--- config.mk ---
export PLATFORM = sky130hd
export DESIGN_NAME = fifo_write_arbiter_flat
export DESIGN_NICKNAME = d
export VERILOG_FILES = /design/src/rtl/fifo_write_arbiter_if.sv /design/src/rtl/fifo_write_arbiter.sv /design/src/flat_wrapper.sv
export SDC_FILE = /design/constraint.sdc
export NUM_CORES = 1
export LEC_CHECK = 0
export CORE_MARGIN = 2
export CORE_UTILIZATION = 50
export CTS_CLUSTER_SIZE = 24
export DETAILED_ROUTE_END_ITERATION = 8
export DONT_BUFFER_PORTS = 1
export GPL_TIMING_DRIVEN = 1
export PLACE_DENSITY_LB_ADDON = 0.05
export SYNTH_ARGS = -nofsm -noshare
export SYNTH_HDL_FRONTEND = slang
export SYNTH_SLANG_ARGS = --single-unit
export TNS_END_PERCENT = 30
--- constraint.sdc ---
create_clock -name clk -period 5.35 [get_ports clk]
set_input_delay 1.07 -clock clk [delete_from_list [all_inputs] [get_ports clk]]
set_output_delay 1.07 -clock clk [all_outputs]
set_load 0.01 [all_outputs]
--- src/rtl/fifo_write_arbiter_if.sv ---
// Bundle of the producer-side and FIFO-side signals of the write arbiter.
//   in_req/in_data/in_last : producer request, packed words, end-of-burst marks
//   out_grant/out_ack      : one-hot registered grant, one-hot word-consumed strobe
//   fifo_write/fifo_data   : FIFO write strobe and data
//   fifo_full              : FIFO full flag
//   out_busy               : arbiter is inside a burst
// master = arbiter side, slave = producers/FIFO side.
interface fifo_write_arbiter_if #(
  parameter int NUM_REQ   = 4,
  parameter int DATA_BITS = 4
);
  logic [NUM_REQ-1:0]           in_req;
  logic [NUM_REQ*DATA_BITS-1:0] in_data;
  logic [NUM_REQ-1:0]           in_last;
  logic [NUM_REQ-1:0]           out_grant;
  logic [NUM_REQ-1:0]           out_ack;
  logic                         fifo_write;
  logic [DATA_BITS-1:0]         fifo_data;
  logic                         fifo_full;
  logic                         out_busy;

  modport master (
    input  in_req, in_data, in_last, fifo_full,
    output out_grant, out_ack, fifo_write, fifo_data, out_busy
  );

  modport slave (
    output in_req, in_data, in_last, fifo_full,
    input  out_grant, out_ack, fifo_write, fifo_data, out_busy
  );
endinterface

--- src/rtl/fifo_write_arbiter.sv ---
// Round-robin, burst-aware arbiter sharing one FIFO write port among NUM_REQ
// producers. A requester holds the grant for up to MAX_BURST words, until it
// flags its last word, or until it drops its request. Writes are held off
// while the FIFO is full, so the FIFO's overwrite-oldest behaviour never
// triggers and no producer data is lost.
// Ports:
//   clk   : clock, rising edge
//   reset : asynchronous, active-high
//   bus   : fifo_write_arbiter_if master modport (see interface file)
// Parameters: NUM_REQ (2..16), DATA_BITS, MAX_BURST (1..255).
module fifo_write_arbiter #(
  parameter int NUM_REQ   = 4,
  parameter int DATA_BITS = 4,
  parameter int MAX_BURST = 4
) (
  input  logic                  clk,
  input  logic                  reset,
  fifo_write_arbiter_if.master  bus
);

  localparam int PTR_W = $clog2(NUM_REQ);
  // Count only has to reach MAX_BURST-1; the cap clears it before it could wrap.
  localparam int CNT_W = (MAX_BURST > 1) ? $clog2(MAX_BURST) : 1;
  localparam logic [CNT_W-1:0] CNT_LAST = CNT_W'(MAX_BURST - 1);
  localparam logic [PTR_W-1:0] PTR_LAST = PTR_W'(NUM_REQ - 1);

  typedef enum logic {IDLE, BURST} state_t;

  state_t               state_q, state_d;
  logic [NUM_REQ-1:0]   grant_q, grant_d;
  logic [PTR_W-1:0]     gidx_q, gidx_d;
  logic [CNT_W-1:0]     count_q, count_d;
  logic [PTR_W-1:0]     rr_q, rr_d;
  logic                 xfer;
  logic                 found;
  logic [DATA_BITS-1:0] data_sel;

  always_ff @(posedge clk or posedge reset) begin
    if (reset) begin
      state_q <= IDLE;
      grant_q <= '0;
      gidx_q  <= '0;
      count_q <= '0;
      rr_q    <= '0;
    end else begin
      state_q <= state_d;
      grant_q <= grant_d;
      gidx_q  <= gidx_d;
      count_q <= count_d;
      rr_q    <= rr_d;
    end
  end

  always_comb begin
    state_d  = state_q;
    grant_d  = grant_q;
    gidx_d   = gidx_q;
    count_d  = count_q;
    rr_d     = rr_q;
    xfer     = 1'b0;
    found    = 1'b0;
    data_sel = '0;

    case (state_q)
      IDLE: begin
        // Scan upward from the rr pointer with wrap; first pending wins.
        for (int k = 0; k < NUM_REQ; k++) begin
          int cand;
          logic [PTR_W-1:0] cand_idx;
          cand = int'(rr_q) + k;
          if (cand >= NUM_REQ) cand = cand - NUM_REQ;
          cand_idx = PTR_W'(cand);
          if (!found && bus.in_req[cand_idx]) begin
            found             = 1'b1;
            gidx_d            = cand_idx;
            grant_d           = '0;
            grant_d[cand_idx] = 1'b1;
            count_d           = '0;
            state_d           = BURST;
          end
        end
      end

      BURST: begin
        for (int i = 0; i < NUM_REQ; i++) begin
          if (PTR_W'(i) == gidx_q) data_sel = bus.in_data[i*DATA_BITS +: DATA_BITS];
        end
        xfer = bus.in_req[gidx_q] & ~bus.fifo_full;
        // A full FIFO with the request still up just freezes everything.
        if (!bus.in_req[gidx_q] ||
            (xfer && (bus.in_last[gidx_q] || count_q == CNT_LAST))) begin
          state_d = IDLE;
          grant_d = '0;
          count_d = '0;
          rr_d    = (gidx_q == PTR_LAST) ? '0 : gidx_q + PTR_W'(1);
        end else if (xfer) begin
          count_d = count_q + CNT_W'(1);
        end
      end

      default: state_d = IDLE;
    endcase
  end

  assign bus.out_grant  = grant_q;
  assign bus.out_ack    = grant_q & {NUM_REQ{xfer}};
  assign bus.fifo_write = xfer;
  assign bus.fifo_data  = data_sel;
  assign bus.out_busy   = (state_q == BURST);

endmodule

--- src/flat_wrapper.sv ---
// flat-port wrapper written by rule: the top's interface ports become plain ports
module fifo_write_arbiter_flat 
#(
  parameter int NUM_REQ   = 4,
  parameter int DATA_BITS = 4,
  parameter int MAX_BURST = 4
)
  (clk, reset, bus_in_req, bus_in_data, bus_in_last, bus_fifo_full, bus_out_grant, bus_out_ack, bus_fifo_write, bus_fifo_data, bus_out_busy);
  fifo_write_arbiter_if #(.NUM_REQ(NUM_REQ), .DATA_BITS(DATA_BITS)) bus_i ();
  input  logic clk;
  input  logic reset;
  input wire logic [$bits(bus_i.in_req)-1:0] bus_in_req;
  input wire logic [$bits(bus_i.in_data)-1:0] bus_in_data;
  input wire logic [$bits(bus_i.in_last)-1:0] bus_in_last;
  input wire logic [$bits(bus_i.fifo_full)-1:0] bus_fifo_full;
  output wire logic [$bits(bus_i.out_grant)-1:0] bus_out_grant;
  output wire logic [$bits(bus_i.out_ack)-1:0] bus_out_ack;
  output wire logic [$bits(bus_i.fifo_write)-1:0] bus_fifo_write;
  output wire logic [$bits(bus_i.fifo_data)-1:0] bus_fifo_data;
  output wire logic [$bits(bus_i.out_busy)-1:0] bus_out_busy;
  assign bus_i.in_req = bus_in_req;
  assign bus_i.in_data = bus_in_data;
  assign bus_i.in_last = bus_in_last;
  assign bus_i.fifo_full = bus_fifo_full;
  assign bus_out_grant = bus_i.out_grant;
  assign bus_out_ack = bus_i.out_ack;
  assign bus_fifo_write = bus_i.fifo_write;
  assign bus_fifo_data = bus_i.fifo_data;
  assign bus_out_busy = bus_i.out_busy;
  fifo_write_arbiter #(.NUM_REQ(NUM_REQ), .DATA_BITS(DATA_BITS), .MAX_BURST(MAX_BURST)) u_core (.clk(clk), .reset(reset), .bus(bus_i));
endmodule
# After elaboration in Yosys (flattened, before gate mapping)
# Cells that the tools add are included.
totals:
  ff_bits: 11
  inputBits: 27
  output_inout_bits: 14
  wordCells: 122
op_classes:
  addsub: 9
  n_lt_le_gt_ge: 13
  n_eq_ne: 8
  muxes: 63
  bitwise: 4
  n_reduce_logical: 20
op_table:
  columns: ["cell", "count"]
  rows:
  - ["$mux 4", 10]
  - ["$mux 2", 19]
  - ["$mux 1", 21]
  - ["$lt 2x3->1 const B", 5]
  - ["$bmux 1 s2", 6]
  - ["$ge 3x3->1 const B", 3]
  - ["$demux 1 s2", 4]
  - ["$ge 2x1->1 const B", 4]
  - ["$logic_and 1x1->1", 8]
  - ["$pmux 4 s2", 1]
  - ["$reduce_and 2->1", 4]
  - ["$sub 2x1->2 const B", 4]
  - ["$add 2x2->3 const B", 2]
  - ["$ne 5x1->1 const B", 1]
  - ["$add 2x1->2 const B", 2]
  - ["$and 4x4->4", 1]
  - ["$eq 2x2->1 const A", 2]
  - ["$eq 2x2->1 const B", 2]
  - ["$logic_not 1->1", 4]
  - ["$pmux 2 s2", 1]
  - ["$reduce_bool 4->1", 1]
  - ["$add 2x1->3 const B", 1]
  - ["$ge 2x3->1 const B", 1]
  - ["$ne 3x3->1 const B", 1]
  - ["other kinds (7)", 9]

# Logic depth before layout (Yosys ltp)
# Gate-level depths: netlist (run 1).
depth:
  depth_word: 19
  ltp_mapped: 9
  mapped_depth_nobuf: 7

# Worst setup path after synthesis (run 1)
# OpenSTA, ideal clock, no wires.
synth_path:
  path_kind: "input-to-output"
  start: "input bus_in_req[0]"
  end: "output bus_out_ack[0]"
  arrival_ps: 2121
  required_time_ps: 4280
  setup_slack_ps: 2159
  path_stages: 5
  n_path_buf: 1
  path_cell_list: "buf_2 > mux4_2 > nand2_1 > nor2_1 > and2_1"
synth_between:
  elab_chain_cells: 5
synth_lines:
  columns: ["element", "line", "rtl"]
  rows:
  - ["from (decl)", "flat_wrapper.sv:12", "input wire logic [$bits(bus_i.in_req)-1:0] bus_in_req;"]
  - ["$bmux 1 s2", "fifo_write_arbiter.sv:88", "xfer = bus.in_req[gidx_q] & ~bus.fifo_full;"]
  - ["$mux 1 (implied by the code)", "fifo_write_arbiter.sv:88", null]
  - ["$and 1x1->1", "fifo_write_arbiter.sv:88", null]
  - ["$mux 1", "fifo_write_arbiter.sv:64", "case (state_q)"]
  - ["net bus_fifo_write", "flat_wrapper.sv:18", "output wire logic [$bits(bus_i.fifo_write)-1:0] bus_fifo_write;"]
  - ["$and 4x4->4", "fifo_write_arbiter.sv:106", "assign bus.out_ack = grant_q & {NUM_REQ{xfer}};"]
  - ["to (decl)", "flat_wrapper.sv:17", "output wire logic [$bits(bus_i.out_ack)-1:0] bus_out_ack;"]
# The timed path passes the listed nets, and every way through them passes these cells. The select of a mux whose other input is x is not followed.

# Worst setup path after layout (run 1)
layout_path:
  start: "register u_core.rr_q[0]"
  end: "register u_core.grant_q[2], in the netlist u_core.bus.out_grant[2]"
layout_between:
  elab_chain_cells: 19
  word_cells_on_any_way: 66
  cone_classes: "add/sub: 7; order compare: 12; eq/ne: 1; mux: 35; reduce/logical: 11"
layout_lines:
  columns: ["element", "line", "rtl"]
  rows:
  - ["from (decl)", "fifo_write_arbiter.sv:33", "logic [PTR_W-1:0] rr_q, rr_d;"]
  - ["from (signal assigned)", "fifo_write_arbiter.sv:50", "rr_q <= rr_d;"]
  - ["$ge 2x3->1 or $sub 2x1->2 (tied branches)", "fifo_write_arbiter.sv:71", "if (cand >= NUM_REQ) cand = cand - NUM_REQ;"]
  - ["$mux 2", "fifo_write_arbiter.sv:71", null]
  - ["$mux 2", "fifo_write_arbiter.sv:64", null]
  - ["$bmux 1 s2", "fifo_write_arbiter.sv:73", "if (!found && bus.in_req[cand_idx]) begin"]
  - ["$mux 1 (implied by the code)", "fifo_write_arbiter.sv:73", null]
  - ["$mux 1", "fifo_write_arbiter.sv:73", null]
  - ["$mux 1", "fifo_write_arbiter.sv:64", null]
  - ["$logic_not 1->1", "fifo_write_arbiter.sv:73", null]
  - ["[... 3 more ...]", null, null]
  - ["$logic_not 1->1", "fifo_write_arbiter.sv:73", null]
  - ["$logic_and 1x1->1", "fifo_write_arbiter.sv:73", null]
  - ["$mux 1", "fifo_write_arbiter.sv:73", null]
  - ["$mux 1", "fifo_write_arbiter.sv:64", null]
  - ["$logic_not 1->1", "fifo_write_arbiter.sv:73", null]
  - ["$logic_and 1x1->1", "fifo_write_arbiter.sv:73", null]
  - ["$ne 5x1->1 (no source line) or $mux 4 (tied branches)", null, null]
  - ["$reduce_and 2->1 (no source line) or $pmux 4 s2 (tied branches)", null, null]
  - ["to (signal assigned)", "fifo_write_arbiter.sv:47", "grant_q <= grant_d;"]
  - ["to (decl)", "fifo_write_arbiter.sv:30", "logic [NUM_REQ-1:0] grant_q, grant_d;"]
# Several ways; a longest one is shown, not always the timed one. The select of a mux whose other input is x is not followed.
# A chain may end at the register's enable or synchronous reset.

==> flow_summary_export.csv, run 1 <==
group,metric,value,unit
critical_path,cp.required,5.49,ns
critical_path,crit_start,"u_core.rr_q[0]",
critical_path,ff2ff_path_depth,7,
grt,grt_pass1_wl,5070,microns
critical_path,cp.arrival,3.37,ns
sta,grt_setup_unrepaired,"no",
logic_synthesis,async_flop_share,100,%
logic_synthesis,postSynthCellCount,153,
clocking,clock-root-buffer,"clkbuf_4",
clocking,clock-sinks,11,
cells_and_area,syn_to_final_growth,1.03,%
placed_design,gp_congestion,0.874,
logic_synthesis,ys_warn_count,0,
hold_path,min_path_cells,2,
clocking,cts_made_buffers,3,
hold_path,min_path_type,"register to register",
floorplanning,core-area,2500,sq um
clocking,cts_setup_buffers,0,
sta,tightestPinTransition,0.722,ns
floorplanning,initial_core_util,53.4,%
run,drv_cap,0,
grt,antenna_found_initial,0,
route,firstDrtPassIters,4,
clocking,cts_tree,"yes",
logic_synthesis,synthTopCellsByArea,"dfrtp_1, ha_1, a221oi_1",
clocking,clk_pin_slew,0.07,ns
sta,fin_crit_sh,60.5,%
logic_synthesis,yosysTopAreaCell,"dfrtp_1",
power_and_ir_drop,p_per_area,588,nW/um^2
route,drc,0,
grt,grt_pass1_vias,1131,
cells_and_area,finalNetCount,185,
sta,setup_tns,0,ns
sta,fmax,309,MHz
logic_synthesis,synthTopCellsByCount,"nor2_1, dfrtp_1, o21ai_0",
clocking,ctsResizeCount,0,
logic_synthesis,synth_edf_count,0,
clocking,clkLatencyLatePin,0.26,ns
placed_design,dp.cells,174,
logic_synthesis,ys_ff_latch,11,
placed_design,port_buffers,0,
power_and_ir_drop,p_leak,0.534,nW
sta,maxSlewHeadroom,51.8,%
floorplanning,fp.dieW,55.7,microns
sta,period_needed,3.24,ns
route,via_per_inst,6.65,
floorplanning,dieArea,3100,sq um
logic_synthesis,ys_seq_area_share,20.6,%
outcome,status,"finished clean",
power_and_ir_drop,irDropWorstVdd,0.358,mV
critical_path,critPathLaunchType,"register",
clocking,clockBufferDepth,2,
grt,grt_start_max_net_pins,18,
clocking,htreeDepth,1,
floorplanning,boundaryPins,41,
route,avgRoutedWirePerCell,16.9,microns
sta,maxSlewViolCount,0,
logic_synthesis,syn-num-nets,189,
logic_synthesis,synth_most_common_cell,"nor2_1",
critical_path,worstSetupEndpointType,"register",
logic_synthesis,synth_area,1330,sq um
floorplanning,die_h,55.7,microns
logic_synthesis,synth_ff_type,"dfrtp_1",
route,dr_total_vias,1183,
floorplanning,std_cell_rows,18,
sta,finalHoldViolations,0,
cells_and_area,drive_gt1_share,12.2,%
sta,fin_skew,0.00805,ns
logic_synthesis,synth_top_area_share,20.6,%
cells_and_area,stdcell_count,178,
critical_path,r2r_start,"u_core.rr_q[0]",
critical_path,crit_fanout,16,
clocking,cts_hold_buf,0,
cells_and_area,n_antenna_cell,0,
grt,overflow,0,
hold_path,hp-start,"u_core.count_q[0]",
route,ant_nets,0,
sta,setup_viol,0,
critical_path,crit_type,"register to register",
grt,grt_util_all_layers,19.9,%
placed_design,hpwlAfterDp,2290,microns
logic_synthesis,syn_area_per_cell,8.72,sq um
logic_synthesis,synth_cell_types,42,
route,routed_wl,3020,microns
route,first_iter_violations,58,
-- final cells by class --
cell class | instances | area (sq um)
multi-input combinational | 122 | 967
sequential | 11 | 275
clock buffer | 4 | 26.3
fill | 226 | 1150
tap | 30 | 37.5
inverter | 11 | 41.3
-- placed cells by master, fill, tap and decap left out, drive strengths merged, types with 3 or more instances in the layout --
| master | count |
|---|---|
| and4 | 4 |
| nor2b | 5 |
| inv | 11 |
| dfrtp | 11 |
| mux4 | 3 |
| a221oi | 9 |
| ha | 9 |
| o21ai | 18 |
| mux2i | 9 |
| a21oi | 5 |
| nor2 | 12 |
| mux2 | 3 |
| nand2 | 9 |
| clkbuf | 4 |
| nor3 | 6 |
| and2 | 5 |
| a221o | 4 |
-- state kept, by name (all words and copies together) (netlist names) --
| signal | cells |
|---|---|
| u_core.gidx_q | 2 |
| u_core.rr_q | 2 |
| u_core.bus.out_busy | 1 |
| u_core.count_q | 2 |
| u_core.bus.out_grant | 4 |
-- kinds of logic (layout without fill, tap and decap cells) --
| kind of cell | count (synthesis) | after routing | share of synthesized area [%] |
|---|---|---|---|
| AND/OR/NAND/NOR | 51 | 51 | 21.7 |
| multiplexers | 15 | 15 | 14.9 |
| AO/OA/AOI/OAI | 46 | 46 | 26.8 |
| XOR/XNOR | 1 | 1 | 0.657 |
| flip-flops | 11 | 11 | 20.6 |
| buffers and inverters | 20 | 15 | 6.85 |
| adder cells (fa/ha/maj) | 9 | 9 | 8.44 |
-- metrics by stage --
step,util [%],power (mW),setup WS [ns],cell area (sq um),hold slack [ns]
floorplan,-,0.658,2.16,1330,0.467
finish,53.9,0.792,2.11,1350,0.524
global placement,52.9,0.727,2.24,1320,0.487
detailed placement,52.9,0.736,2.18,1320,0.513
global route,53.9,0.877,1.91,1350,0.550
CTS,53.9,0.794,2.15,1350,0.529
-- routing by layer --
layer  vias up  part of all wire, %  wire length [microns]  global-route usage, %
met5         -                    0                      0                      0
li1        570                    -                      -                      -
met2        47                   44                   1320                   29.8
met4         0                  1.5                     46                   7.67
met1       558                   48                   1460                   29.0
met3         8                  6.2                    188                   2.56
-- power breakdown --
group	internal, mW	total [mW]	switching (mW)	leakage (nW)
registers	0.115	0.201	0.0859	0.141
logic	0.242	0.536	0.293	0.378
clock network	0.0288	0.0551	0.0263	0.0150
-- critical path, stage by stage, from the launching register on --
cell and delay [ns]:
dfrtp_1 0.81, inv_2 0.20, ha_1 0.60, mux2i_2 0.38, mux2i_2 0.22, a221oi_4 0.39, a221oi_1 0.14, a221o_1 0.36
-- path summary, 6_finish.rpt --
path	slack (ns)	endpoint
worst max register to register	2.11	u_core.bus.out_grant[2]
worst min-delay path	0.52	u_core.count_q[0]
min in group asynchronous	0.68	u_core.rr_q[0]
max in group asynchronous	4.37	u_core.bus.out_grant[0]
worst min register to register	0.52	u_core.count_q[0]
worst max-delay path	2.11	u_core.bus.out_grant[2]
Note: power is estimated with default switching activity, not from simulation.
==> inputs of run 2 (changes only) <==
==> constraint.sdc (replaced) <==
create_clock -name clk -period 3 [get_ports clk]
set_input_delay 0.6 -clock clk [delete_from_list [all_inputs] [get_ports clk]]
set_output_delay 0.6 -clock clk [all_outputs]
set_load 0.01 [all_outputs]
==> run 2 against run 1 <==
Compared with the run above:
- critical path depth unchanged
- maximum frequency rose by 18%
- worst setup slack lost 1.8 ns
- combinational power grew 100%
- final cell count grew 1.1%
- critical endpoint is now u_core.bus.out_grant[0]
- highest routed layer unchanged
==> flow_summary_export.csv, run 2 (synthesis results as in run 1) <==
group,metric,value,unit
grt,overflow,0,
clocking,clockBufferDepth,2,
clocking,cts_tree,"yes",
sta,fmax,366,MHz
clocking,clock-sinks,11,
cells_and_area,finalNetCount,187,
sta,fin_ws,0.268,ns
grt,grt_start_max_net_pins,18,
sta,maxSlewHeadroom,66.1,%
route,avgRoutedWirePerCell,17.0,microns
route,drc,0,
sta,tightestPinTransition,0.505,ns
cells_and_area,final_cell_mix,"nor2_1, o21ai_0, dfrtp_1, inv_1, nand2_1",
floorplanning,dieArea,3100,sq um
power_and_ir_drop,p_leak,0.542,nW
critical_path,cp.required,3.15,ns
critical_path,reg2reg_slack,0.27,ns
clocking,cts_hold_buf,0,
cells_and_area,largest_reg_flops,4,
sta,setup_tns,0,ns
floorplanning,die_h,55.7,microns
cells_and_area,drive_gt1_share,14.0,%
floorplanning,fp.dieW,55.7,microns
placed_design,port_buffers,0,
route,via_per_inst,6.61,
floorplanning,std_cell_rows,18,
grt,antenna_found_initial,0,
grt,grt_util_all_layers,19.4,%
clocking,clock-root-buffer,"clkbuf_4",
critical_path,ff2ff_path_depth,7,
run,drv_cap,0,
clocking,cts_made_buffers,3,
sta,finalHoldViolations,0,
route,routed_wl,3050,microns
sta,grt_setup_unrepaired,"no",
cells_and_area,syn_to_final_growth,2.35,%
hold_path,min_path_type,"input pin to asynchronous set/reset pin",
floorplanning,boundaryPins,41,
critical_path,crit_fanout,10,
clocking,clkLatencyLatePin,0.26,ns
sta,whs,0.208,ns
critical_path,r2r_start,"u_core.rr_q[1]",
sta,period_needed,2.73,ns
grt,grt_pass1_vias,1137,
power_and_ir_drop,irDropWorstVdd,0.524,mV
critical_path,worstSetupEndpointType,"register",
clocking,htreeDepth,1,
clocking,clk_pin_slew,0.08,ns
placed_design,hpwlAfterDp,2350,microns
power_and_ir_drop,p_per_area,1060,nW/um^2
critical_path,crit_type,"register to register",
critical_path,reg2reg_to,"u_core.bus.out_grant[0]",
sta,setup_viol,0,
critical_path,cp.arrival,2.89,ns
sta,maxSlewViolCount,0,
route,firstDrtPassIters,4,
placed_design,place_worst_setup_slack,0.241,ns
floorplanning,core-area,2500,sq um
route,dr_total_vias,1189,
clocking,cts_setup_buffers,0,
sta,fin_crit_sh,91.1,%
sta,fin_skew,0.00403,ns
critical_path,critPathLaunchType,"register",
route,ant_nets,0,
placed_design,gp_congestion,0.785,
cells_and_area,layout_commonest_cell,"nor2_1",
cells_and_area,n_antenna_cell,0,
route,first_iter_violations,25,
outcome,status,"finished clean",
floorplanning,initial_core_util,53.4,%
power_and_ir_drop,p_total,1.45,mW
grt,grt_pass1_wl,4910,microns
run 2: cell count changes in the layout (fill, tap and decap cells not counted), sizes merged:
cell  change
buf       +2
run 2: metrics by stage:
step / instances / area, sq um / util (%)
after floorplan: 153 / 1330 / -
after global placement: 176 / 1340 / 53.5
after detailed placement: 176 / 1340 / 53.5
after CTS: 180 / 1360 / 54.5
after global routing: 180 / 1370 / 54.6
final: 180 / 1370 / 54.6
run 2: worst max-delay path, stage by stage (launching register included):
cell      delay [ns]
dfrtp_1         0.50
inv_1           0.14
ha_2            0.50
mux2i_2         0.33
mux2i_2         0.21
a221oi_4        0.42
a221oi_1        0.17
a221o_1         0.35
run 2: power by group:
group          total, mW  internal [mW]  switching [mW]
logic               1.07          0.457           0.608
registers          0.280          0.207          0.0726
clock network      0.103         0.0514          0.0520
run 2: area by class of cell:
type                    instances  area (sq um)
clock buffers                   4          26.3
fillers                       248          1130
inverters                      11          41.3
multi-input cells             122           970
flip-flops and latches         11           275
well taps                      30          37.5
repair buffers                  2          15.0
run 2: per-layer routing:
layer | vias to the layer above | part of all wire [%] | GRT usage (%)
met2 | 49 | 47 | 33.0
li1 | 576 | - | -
met4 | 0 | 1.2 | 7.32
met3 | 4 | 6.6 | 3.02
met1 | 560 | 45 | 24.7
met5 | - | 0 | 0
run 2: worst max path at each step:
stage	from	end	slack [ns]	depth (start not counted)
2_1_floorplan	u_core.rr_q[1]	u_core.bus.out_grant[0]	0.56	9
3_3_place_gp	u_core.rr_q[1]	u_core.bus.out_grant[0]	0.32	7
3_5_place_dp	u_core.rr_q[1]	u_core.bus.out_grant[0]	0.24	7
4_1_cts	u_core.rr_q[1]	u_core.bus.out_grant[0]	0.22	7
5_1_grt	u_core.rr_q[1]	u_core.bus.out_grant[0]	0.09	7
6_report	u_core.rr_q[1]	u_core.bus.out_grant[0]	0.27	7
run 2: repair_timing:
action	CTS	global route
resized for setup	0	1
setup endpoints to repair	0	1
hold endpoints to repair	0	0
==> inputs of run 3 (changes only) <==
--- a/config.mk
+++ b/config.mk
@@ -5,12 +5,14 @@
 export SDC_FILE = /design/constraint.sdc
 export NUM_CORES = 1
 export LEC_CHECK = 0
+export ABC_AREA = 1
 export CORE_MARGIN = 2
 export CORE_UTILIZATION = 50
 export CTS_CLUSTER_SIZE = 24
 export DETAILED_ROUTE_END_ITERATION = 8
 export DONT_BUFFER_PORTS = 1
 export GPL_TIMING_DRIVEN = 1
+export HOLD_SLACK_MARGIN = 0.1
 export PLACE_DENSITY_LB_ADDON = 0.05
 export SYNTH_ARGS = -nofsm -noshare
 export SYNTH_HDL_FRONTEND = slang
==> constraint.sdc (replaced) <==
create_clock -name clk -period 2.99 [get_ports clk]
set_input_delay 0.598 -clock clk [delete_from_list [all_inputs] [get_ports clk]]
set_output_delay 0.598 -clock clk [all_outputs]
set_load 0.01 [all_outputs]
==> run 3 against run 2 <==
Compared with the run above:
- register-to-register slack better by 0.65 ns
- critical endpoint is now bus_out_ack[0]
- critical path type is now register to output pin
- die area increased by 2.3%
- highest routed layer unchanged
- sequential power grew 21%
- combinational power increased by 32%
==> flow_summary_export.csv, run 3 <==
group,metric,value,unit
sta,whs,0.195,ns
logic_synthesis,synthAdderAreaFrac,8.24,%
logic_synthesis,synthTopCellsByCount,"nand2_1, nand3_1, nor2_1",
logic_synthesis,synth_edf_count,0,
route,ant_nets,0,
clocking,ctsResizeCount,0,
logic_synthesis,yosysTopAreaCell,"dfrtp_1",
route,via_per_inst,5.40,
clocking,cts_setup_buffers,0,
grt,grt_util_all_layers,19.6,%
critical_path,ff2ff_path_depth,11,
logic_synthesis,syn-num-nets,246,
power_and_ir_drop,p_per_area,1340,nW/um^2
route,routed_wl,3070,microns
route,firstDrtPassIters,4,
route,avgRoutedWirePerCell,12.8,microns
cells_and_area,drive_gt1_share,12.4,%
run,drv_cap,0,
grt,overflow,0,
floorplanning,fp.dieW,56.3,microns
logic_synthesis,synth_top_family_by_area,"simple AND/OR/NAND/NOR gates",
route,dr_total_vias,1297,
clocking,clockBufferDepth,2,
sta,maxSlewHeadroom,66.9,%
placed_design,place_worst_setup_slack,0.665,ns
logic_synthesis,postSynthCellCount,210,
cells_and_area,n_antenna_cell,0,
logic_synthesis,ys_ff_latch,11,
logic_synthesis,async_flop_share,100,%
sta,fin_crit_sh,86.3,%
critical_path,crit_start,"u_core.gidx_q[0]",
clocking,cts_made_buffers,3,
floorplanning,initial_core_util,54.2,%
outcome,status,"finished clean",
logic_synthesis,synth-xor-area-share,0,%
logic_synthesis,synth_most_common_cell,"nand2_1",
grt,antenna_found_initial,0,
floorplanning,dieArea,3170,sq um
logic_synthesis,syn_area_per_cell,6.51,sq um
grt,grt_pass1_wl,5150,microns
critical_path,worstSetupEndpointType,"output pin",
sta,fin_skew,0.00169,ns
sta,setup_viol,0,
critical_path,crit_type,"register to output pin",
sta,fin_ws,0.410,ns
logic_synthesis,synth-simple-area-share,53.4,%
critical_path,cp.required,2.39,ns
critical_path,r2r_start,"u_core.rr_q[0]",
cells_and_area,layout_commonest_cell,"nand2_1",
sta,fmax,388,MHz
cells_and_area,largest_reg_flops,4,
critical_path,cp.arrival,1.98,ns
power_and_ir_drop,irDropWorstVdd,0.756,mV
grt,grt_start_max_net_pins,16,
floorplanning,std_cell_rows,18,
cells_and_area,post-route-util,54.7,%
logic_synthesis,synth_compound_area_share,7.33,%
sta,maxSlewViolCount,0,
logic_synthesis,synth_area,1370,sq um
cells_and_area,syn_to_final_growth,1.01,%
clocking,htreeDepth,1,
cells_and_area,final_area,1380,sq um
clocking,clkLatencyLatePin,0.27,ns
placed_design,port_buffers,0,
sta,tightestPinTransition,0.493,ns
sta,period_needed,2.58,ns
logic_synthesis,ys_seq_area_share,20.1,%
placed_design,hpwlAfterDp,2520,microns
logic_synthesis,synthTopCellsByArea,"dfrtp_1, nand2_1, nand3_1",
clocking,cts_hold_buf,0,
route,first_iter_violations,29,
route,drc,0,
sta,setup_tns,0,ns
logic_synthesis,synth_ff_type,"dfrtp_1",
critical_path,reg2reg_to,"u_core.gidx_q[0]",
critical_path,crit_fanout,8,
clocking,clock-sinks,11,
clocking,cts_tree,"yes",
cells_and_area,final_cell_mix,"nand2_1, nand3_1, nor2_1, inv_1, dfrtp_1",
placed_design,gp_congestion,0.853,
power_and_ir_drop,p_leak,0.738,nW
logic_synthesis,synth_mux_area_share,0,%
critical_path,critPathLaunchType,"register",
floorplanning,core-area,2520,sq um
grt,grt_pass1_vias,1218,
clocking,clock-root-buffer,"clkbuf_4",
logic_synthesis,synth_top_area_share,20.1,%
placed_design,dpl_cell_area,1350,sq um
logic_synthesis,ys_warn_count,0,
floorplanning,die_h,56.3,microns
cells_and_area,finalNetCount,247,
floorplanning,boundaryPins,41,
critical_path,reg2reg_slack,0.92,ns
sta,finalHoldViolations,0,
logic_synthesis,synth_cell_types,25,
hold_path,min_path_type,"input pin to asynchronous set/reset pin",
sta,grt_setup_unrepaired,"no",
clocking,clk_pin_slew,0.07,ns
[run 3: cell count changes in the layout (fill, tap and decap cells not counted), sizes merged, moves of 5 or more]
cell / delta
nor2b: -5
nor3: -5
inv: +14
nand3: +39
nand2: +64
o21ai: -13
mux2i: -9
a221oi: -9
nor2: +13
[run 3: area by class of cell]
| type | instances | area (sq um) |
|---|---|---|
| Fill cell | 277 | 1140 |
| Tap cell | 30 | 37.5 |
| Multi-Input combinational cell | 170 | 942 |
| Sequential cell | 11 | 275 |
| Inverter | 25 | 98.8 |
| Clock buffer | 4 | 26.3 |
[run 3: power breakdown]
group,switching (mW),internal (mW),total [mW]
clock,0.0492,0.0517,0.101
combinational,0.945,0.467,1.41
sequential,0.119,0.221,0.340
[run 3: kinds of logic after synthesis]
group / count (synthesis)
AOI/OAI and AO/OA: 18
adders and majority gates: 9
buffers and inverters: 29
DFF: 11
and+or+nand+nor: 143
[run 3: routing by layer]
metal,track usage [%],wire (microns)
met3,2.30,134
met4,6.12,40
met2,33.3,1470
met1,25.9,1430
met5,0,0
[run 3: how the worst max path moves through the flow]
| stage | end | slack [ns] | depth (start not counted) |
|---|---|---|---|
| floorplan | bus_out_ack[0] | 0.87 | 7 |
| global placement | bus_out_ack[0] | 0.69 | 7 |
| detailed placement | bus_out_ack[0] | 0.66 | 8 |
| CTS | bus_out_ack[0] | 0.37 | 8 |
| global route | bus_out_ack[3] | 0.16 | 8 |
| finish | bus_out_ack[0] | 0.41 | 8 |
[run 3: worst max-delay path, cell delays in order, from the launching register on]
cell and delay (ns):
dfrtp_1 0.47, inv_2 0.15, nand2_1 0.07, nand3_1 0.06, and2_4 0.15, inv_1 0.04
nor3_1 0.38, inv_1 0.17, nor2_1 0.22
[run 3: metrics by stage]
step                      total power [mW]  std cells
after CTS                             1.86        240
after global routing                  2.06        240
final                                 1.85        240
after floorplan                       1.57        210
after detailed placement              1.76        236
after global placement                1.71        236
